File: src/rtl/riscv_pkg.sv
// Shared RV32 decode constants for the EXE stage: ALU op classes, M-extension
// funct3/funct7 codes and the multiply/divide sequencer state type.
package riscv_pkg;

  localparam logic [2:0] ALU_OP_R_TYPE  = 3'b000;
  localparam logic [2:0] ALU_OP_I_TYPE  = 3'b001;
  localparam logic [2:0] ALU_OP_LOAD    = 3'b010;
  localparam logic [2:0] ALU_OP_STORE   = 3'b011;
  localparam logic [2:0] ALU_OP_BRANCH  = 3'b100;

  localparam logic [6:0] FUNCT7_MULDIV  = 7'b0000001;

  localparam logic [2:0] F3_MUL    = 3'b000;
  localparam logic [2:0] F3_MULH   = 3'b001;
  localparam logic [2:0] F3_MULHSU = 3'b010;
  localparam logic [2:0] F3_MULHU  = 3'b011;
  localparam logic [2:0] F3_DIV    = 3'b100;
  localparam logic [2:0] F3_DIVU   = 3'b101;
  localparam logic [2:0] F3_REM    = 3'b110;
  localparam logic [2:0] F3_REMU   = 3'b111;

  typedef enum logic [1:0] {IDLE, CALC, DONE} muldiv_state_t;

  function automatic logic rs1_is_signed(input logic [2:0] f3);
    return (f3 == F3_MUL) || (f3 == F3_MULH) || (f3 == F3_MULHSU) ||
           (f3 == F3_DIV) || (f3 == F3_REM);
  endfunction

  function automatic logic rs2_is_signed(input logic [2:0] f3);
    return (f3 == F3_MUL) || (f3 == F3_MULH) || (f3 == F3_DIV) || (f3 == F3_REM);
  endfunction

endpackage

File: src/rtl/muldiv_dp.sv
// Datapath for the M-extension sequencer: shared product/remainder accumulator,
// restoring-divide trial subtractor, iteration counter, sign fix-up and result mux.
module muldiv_dp
  import riscv_pkg::*;
#(
  parameter int XLEN  = 32,
  parameter int CNT_W = 6
) (
  input  logic            clk,
  input  logic            rst_n,
  input  logic            load,
  input  logic            step,
  input  logic [2:0]      funct3,
  input  logic [XLEN-1:0] rs1_data,
  input  logic [XLEN-1:0] rs2_data,
  output logic            fast,
  output logic            last,
  output logic [XLEN-1:0] result
);

  // acc upper half is the running product high word / remainder,
  // lower half is the multiplier being shifted out / dividend becoming quotient.
  logic [2*XLEN-1:0] acc;
  logic [XLEN-1:0]   b_mag;
  logic [XLEN-1:0]   fast_val;
  logic [CNT_W-1:0]  cnt;
  logic [2:0]        op_q;
  logic              sa_q, sb_q, fast_q;

  logic              sa, sb;
  logic [XLEN-1:0]   a_mag_in, b_mag_in;
  logic              by_zero, ovf;
  logic [XLEN-1:0]   fast_in;

  assign sa       = rs1_is_signed(funct3) & rs1_data[XLEN-1];
  assign sb       = rs2_is_signed(funct3) & rs2_data[XLEN-1];
  assign a_mag_in = sa ? -rs1_data : rs1_data;
  assign b_mag_in = sb ? -rs2_data : rs2_data;

  assign by_zero = (rs2_data == '0);
  assign ovf     = ((funct3 == F3_DIV) || (funct3 == F3_REM)) &&
                   (rs1_data == {1'b1, {(XLEN-1){1'b0}}}) && (rs2_data == '1);
  assign fast    = funct3[2] & (by_zero | ovf);

  always_comb begin
    fast_in = '0;
    if (by_zero) fast_in = funct3[1] ? rs1_data : '1;
    else         fast_in = funct3[1] ? '0 : rs1_data;
  end

  logic [XLEN:0]   add_sum;
  logic [XLEN:0]   trial;
  logic [XLEN:0]   low_sub;
  logic            ge;
  logic [XLEN-1:0] rem_next;

  assign add_sum  = {1'b0, acc[2*XLEN-1:XLEN]} + (acc[0] ? {1'b0, b_mag} : {(XLEN+1){1'b0}});
  assign trial    = {acc[2*XLEN-1:XLEN], acc[XLEN-1]};
  // trial < 2*b_mag, so a set top bit already means trial >= b_mag
  assign low_sub  = {1'b0, trial[XLEN-1:0]} - {1'b0, b_mag};
  assign ge       = trial[XLEN] | ~low_sub[XLEN];
  assign rem_next = ge ? low_sub[XLEN-1:0] : trial[XLEN-1:0];

  always_ff @(posedge clk) begin
    if (!rst_n) begin
      acc      <= '0;
      b_mag    <= '0;
      fast_val <= '0;
      cnt      <= '0;
      op_q     <= '0;
      sa_q     <= 1'b0;
      sb_q     <= 1'b0;
      fast_q   <= 1'b0;
    end else if (load) begin
      acc      <= {{XLEN{1'b0}}, a_mag_in};
      b_mag    <= b_mag_in;
      fast_val <= fast_in;
      cnt      <= '0;
      op_q     <= funct3;
      sa_q     <= sa;
      sb_q     <= sb;
      fast_q   <= fast;
    end else if (step) begin
      cnt <= cnt + CNT_W'(1);
      if (op_q[2]) acc <= {rem_next, acc[XLEN-2:0], ge};
      else         acc <= {add_sum, acc[XLEN-1:1]};
    end
  end

  assign last = (cnt == CNT_W'(XLEN-1));

  logic [2*XLEN-1:0] prod_fix;
  logic [XLEN-1:0]   quo_fix, rem_fix;

  assign prod_fix = (sa_q ^ sb_q) ? -acc : acc;
  assign quo_fix  = (sa_q ^ sb_q) ? -acc[XLEN-1:0] : acc[XLEN-1:0];
  assign rem_fix  = sa_q ? -acc[2*XLEN-1:XLEN] : acc[2*XLEN-1:XLEN];

  always_comb begin
    result = '0;
    if (fast_q) begin
      result = fast_val;
    end else begin
      case (op_q)
        F3_MUL:                      result = prod_fix[XLEN-1:0];
        F3_MULH, F3_MULHSU, F3_MULHU: result = prod_fix[2*XLEN-1:XLEN];
        F3_DIV, F3_DIVU:             result = quo_fix;
        default:                     result = rem_fix;
      endcase
    end
  end

endmodule

File: src/rtl/muldiv_seq.sv
// EXE-stage multi-cycle sequencer for RV32M: decodes M ops, stalls the pipe
// while the iterative datapath runs, then returns one registered result.
//
//   state | meaning
//   IDLE  | waiting for an M op; accepting one raises m_stall this cycle
//   CALC  | one shift-add / restoring-divide iteration per cycle, stalled
//   DONE  | result fixed up and registered; pipe released, no new accept
module muldiv_seq
  import riscv_pkg::*;
#(
  parameter int XLEN  = 32,
  parameter int CNT_W = 6
) (
  input  logic            clk,
  input  logic            rst_n,
  input  logic            m_valid,
  input  logic [2:0]      exe_alu_op,
  input  logic [2:0]      exe_funct3,
  input  logic [6:0]      exe_funct7,
  input  logic [XLEN-1:0] rs1_data,
  input  logic [XLEN-1:0] rs2_data,
  input  logic            flush,
  output logic            m_stall,
  output logic            m_done,
  output logic [XLEN-1:0] m_result
);

  muldiv_state_t   state;
  logic            is_m, start;
  logic            dp_fast, dp_last;
  logic [XLEN-1:0] dp_result;

  assign is_m    = (exe_alu_op == ALU_OP_R_TYPE) && (exe_funct7 == FUNCT7_MULDIV);
  assign start   = m_valid && is_m && (state == IDLE) && !flush;
  assign m_stall = !flush && (start || (state == CALC));

  muldiv_dp #(
    .XLEN  (XLEN),
    .CNT_W (CNT_W)
  ) u_dp (
    .clk      (clk),
    .rst_n    (rst_n),
    .load     (start),
    .step     (state == CALC),
    .funct3   (exe_funct3),
    .rs1_data (rs1_data),
    .rs2_data (rs2_data),
    .fast     (dp_fast),
    .last     (dp_last),
    .result   (dp_result)
  );

  always_ff @(posedge clk) begin
    if (!rst_n) begin
      state    <= IDLE;
      m_done   <= 1'b0;
      m_result <= '0;
    end else begin
      m_done <= 1'b0;
      case (state)
        IDLE: if (start) state <= dp_fast ? DONE : CALC;
        CALC: begin
          if (flush)        state <= IDLE;
          else if (dp_last) state <= DONE;
        end
        DONE: begin
          state <= IDLE;
          if (!flush) begin
            m_result <= dp_result;
            m_done   <= 1'b1;
          end
        end
        default: state <= IDLE;
      endcase
    end
  end

endmodule

File: config.mk
export PLATFORM = sky130hd
export DESIGN_NAME = muldiv_seq
export DESIGN_NICKNAME = d
export VERILOG_FILES = /design/src/rtl/riscv_pkg.sv /design/src/rtl/muldiv_dp.sv /design/src/rtl/muldiv_seq.sv
export SDC_FILE = /design/constraint.sdc
export NUM_CORES = 1
export LEC_CHECK = 0
export CAP_MARGIN = 20
export CORE_MARGIN = 1.5
export CORE_UTILIZATION = 36
export CTS_CLUSTER_SIZE = 16
export DETAILED_ROUTE_END_ITERATION = 7
export GPL_ROUTABILITY_DRIVEN = 1
export HOLD_SLACK_MARGIN = 0.02
export PLACE_DENSITY = 0.51
export SLEW_MARGIN = 25
export SYNTH_ARGS = -nofsm -noshare
export SYNTH_HDL_FRONTEND = slang
export SYNTH_SLANG_ARGS = --single-unit
File: constraint.sdc
create_clock -name clk -period 9.8 [get_ports clk]
set_clock_uncertainty 0.1 [all_clocks]
set_input_delay 2.45 -clock clk [delete_from_list [all_inputs] [get_ports clk]]
set_output_delay 2.45 -clock clk [all_outputs]
set_load 0.05 [all_outputs]
==> results.md <==
- Status: finished clean
- Leakage: 6.697 nW
- Worst-Margin Slew: 1.078 ns
- Worst Hold Class: flop to flop
- R2R cell count: 11
- Post-synth EDFFs: 0
- Reg2Reg Setup Slack: 4.69 ns
- Core area: 0.04102 mm2
- Initial antenna violation count: 0
- Total Neg Setup Slack: 0 ns
- First-pass GRT wire length: 88090 um
- Synth Flop Type: dfxtp_1
- Clock Power Share: 46.7%
- Setup violations, final: 0
- YS warnings: 0
- Worst-skew pair later-pin latency: 0.45 ns
- Critical Path Max Stage Delay: 0.82 ns
- PortBufs: 114
- Ports: 115
- Seq/Total Area, Yosys: 23.27%
- WL/cell: 22.18 um
- Antenna Violating Nets Remaining: 0
- CTS tree: built
- Post-CTS setup buffer count: 0
- Die W: 207.5 um
- Htree depth: 4
- Max clock buf depth: 2
- Worst path bufs/invs: 3
- Crit path required time: 7.25 ns
- Clock tree sinks: 175
- Max Clk Rate: 0.1380 GHz
- Fin crit share: 73.97%
- Sw Ratio: 25.79%
- 1st-iter DRT viols: 1597
- Slew HR: 28.08%
- Drt drc: 0
- Synthesized flop and latch total: 175
- Post-layout util: 41.66%
- Clk slew on worst S/H paths: 0.07 ns
- Library cells used by synthesis: 75
- Synth top area cells: dfxtp_1 23%, nand2_1 6.2%, ha_1 5.8%
- CP max stage cell: clkdlybuf4s50_1
- RR Startpoint: u_dp.acc[31]
- First-pass detailed-route iteration total: 6
- FF-to-FF End: u_dp.acc[62]
- Max Cap Viol: 0
- Critical path, cell by cell: clkdlybuf4s50_1 > nor4b_1 > nand4_1 > buf_4 > a21oi_1 > clkdlybuf4s50_1
- Hold Path End: m_result[1]
- Hold depth: 2
- Final WL: 57170 um
- Clock root cell: clkbuf_16
- Int Pwr: 1.189 mW
- Nets@finish: 2185
- Rows: 74
- Final hold violations: 0
- WP data arrival: 4.70 ns
- Number of global-route vias before repair: 14350
- Async S/R FF share, synth: 0%
- Final max-slew violation count: 0
- RSZ-0062 raised after global routing: no
- CP top delay family: buffers and inverters
- Tot Pwr: 1.602 mW
- CTS Hold Buffers Added: 0
- Peak VDD IR: 0.1187 mV
- Seq pwr share: 44.4%
- Synth Cell Area: 0.01505 mm2
- Largest area contributor in the netlist: dfxtp_1
- Crit. End Element: output pin
- Placer Congestion: 0.8859
- CP Launch Type: primary input
- Vias per inst: 5.943
- Via Count: 15320
- Fraction of layout cells with a size suffix above 1: 4.792%
- Crit-path max FO: 18
- Mean Syn Cell Area: 7.415 um2
- DP Wirelength: 41740 um
- Comb pwr share: 8.8%
- Total GRT Usage: 26.23%
- Hold wc startpoint: m_result[1]
- Synth Net Count: 2183
- Most frequent CP cell: clkdlybuf4s50_1
- Gate Count Post-Synth: 2030
- Die H: 207.5 um
- WS Path Type: primary input to output pin
- Area delta synth->final: 13.52%
- Post-route minimum period: 7.249 ns
- Largest net degree at the start of global routing: 105
- TritonCTS buffer count: 17
- Initial Util: 36.70%
- Die area: 0.04305 mm2
- # fillers: 4272
- Gr ovfl total: 0
- Area share of the largest cell type after synthesis: 23.27%
- Switching power: 0.4132 mW
- # resized after CTS: 0
- PD cells: 93.75 mW/mm2
-- power by group through the flow --
stage                     Clock, mW  Sequential [mW]  Combinational, mW
after floorplan                   0            0.728             0.0708
after global placement            0            0.728              0.141
after detailed placement          0            0.728              0.141
after CTS                     0.763            0.711              0.141
after global routing          0.790            0.711              0.153
final                         0.749            0.711              0.142
-- per-stage QoR --
step | hold slack [ns] | std cells | setup slack (ns) | instance area (um2)
floorplan | 0.3264 | 2030 | 2.898 | 15050
global placement | 0.3455 | 2545 | 2.560 | 16460
detailed placement | 0.3517 | 2545 | 2.554 | 16460
CTS | 0.3630 | 2577 | 2.527 | 17080
global route | 0.3720 | 2577 | 2.414 | 17090
finish | 0.3597 | 2578 | 2.551 | 17090
-- cells in the final DEF (no fill, tap or decap), types with 19 or more instances in the layout --
master | netlist | final
o221ai_1 | 28 | 28
nand2b_1 | 20 | 19
clkdlybuf4s50_1 | 0 | 113
o211ai_1 | 38 | 38
nand4_1 | 25 | 25
xnor2_1 | 90 | 90
maj3_1 | 32 | 32
buf_4 | 1 | 24
a21o_1 | 26 | 26
nand2_1 | 249 | 249
a221oi_1 | 40 | 40
a21boi_0 | 36 | 36
nor2_1 | 150 | 150
o21ai_0 | 151 | 150
nand3_1 | 35 | 35
o211a_1 | 36 | 36
or3_1 | 37 | 37
o31ai_1 | 25 | 25
dfxtp_1 | 175 | 174
inv_1 | 63 | 62
ha_1 | 70 | 70
nor3_1 | 33 | 32
and2_1 | 21 | 21
a21oi_1 | 169 | 169
xor2_1 | 95 | 95
-- layer usage --
| metal | GRT usage [%] | share of wire [%] |
|---|---|---|
| met1 | 38.67 | 49 |
| met2 | 38.19 | 42 |
| met3 | 4.508 | 6.6 |
| met4 | 8.697 | 2.8 |
| met5 | 0 | 0 |
-- tightest hold or removal path: stages (launching register included) --
cell and delay [ns]:
dfxtp_1 0.31, nand3_1 0.06, nand2_1 0.05
-- synth_stat cells, drive strengths merged, types with 16 or more instances --
| cell type | instances |
|---|---|
| xnor2 | 90 |
| a31oi | 16 |
| dfxtp | 175 |
| a221oi | 40 |
| a21o | 26 |
| nand3 | 35 |
| ha | 70 |
| maj3 | 32 |
| nand4 | 25 |
| mux2i | 18 |
| clkbuf | 142 |
| or3 | 40 |
| nor2 | 151 |
| o221ai | 28 |
| o21ai | 152 |
| o31ai | 25 |
| nor3 | 34 |
| nor4 | 18 |
| a21boi | 43 |
| inv | 63 |
| xor2 | 95 |
| nand2 | 249 |
| o211ai | 38 |
| nand2b | 20 |
| a21oi | 169 |
| o211a | 36 |
| and2 | 22 |
-- worst max path at each step --
stage,start,to,slack (ns),depth (start not counted)
2_1_floorplan,exe_funct7[5],m_stall,2.90,5
3_3_place_gp,flush,m_stall,2.56,6
3_5_place_dp,flush,m_stall,2.55,6
4_1_cts,flush,m_stall,2.53,6
5_1_grt,flush,m_stall,2.41,6
6_report,flush,m_stall,2.55,6
-- flip-flops by register name, indices dropped and copies added, names as in the netlist --
name           count
m_done             1
u_dp.sb_q          1
u_dp.sa_q          1
m_result          32
u_dp.cnt           6
u_dp.fast_q        1
u_dp.op_q          3
u_dp.fast_val     32
state              2
u_dp.acc          64
u_dp.b_mag        32
-- kinds of logic after synthesis --
| kind of cell | share of synthesized area (%) |
|---|---|
| AO/OA/AOI/OAI | 29.58 |
| XOR/XNOR | 10.76 |
| adder cells (fa/ha/maj) | 8.212 |
| multiplexers | 2.169 |
| buffers and inverters | 5.569 |
| AND/OR/NAND/NOR | 20.43 |
| flip-flops | 23.27 |
-- layout make-up --
cell class | count | area, um2 | area share (%)
Tap cell | 532 | 665.6 | 3.895
Clock inverter | 13 | 177.7 | 1.040
Sequential cell | 175 | 3505 | 20.51
Multi-Input combinational cell | 1637 | 10740 | 62.83
Antenna cell | 1 | 2.502 | 0.01464
Timing Repair Buffer | 138 | 1323 | 7.739
Clock buffer | 19 | 442.9 | 2.592
Inverter | 63 | 236.5 | 1.384
No activity file was read; power rests on OpenSTA's default activity.
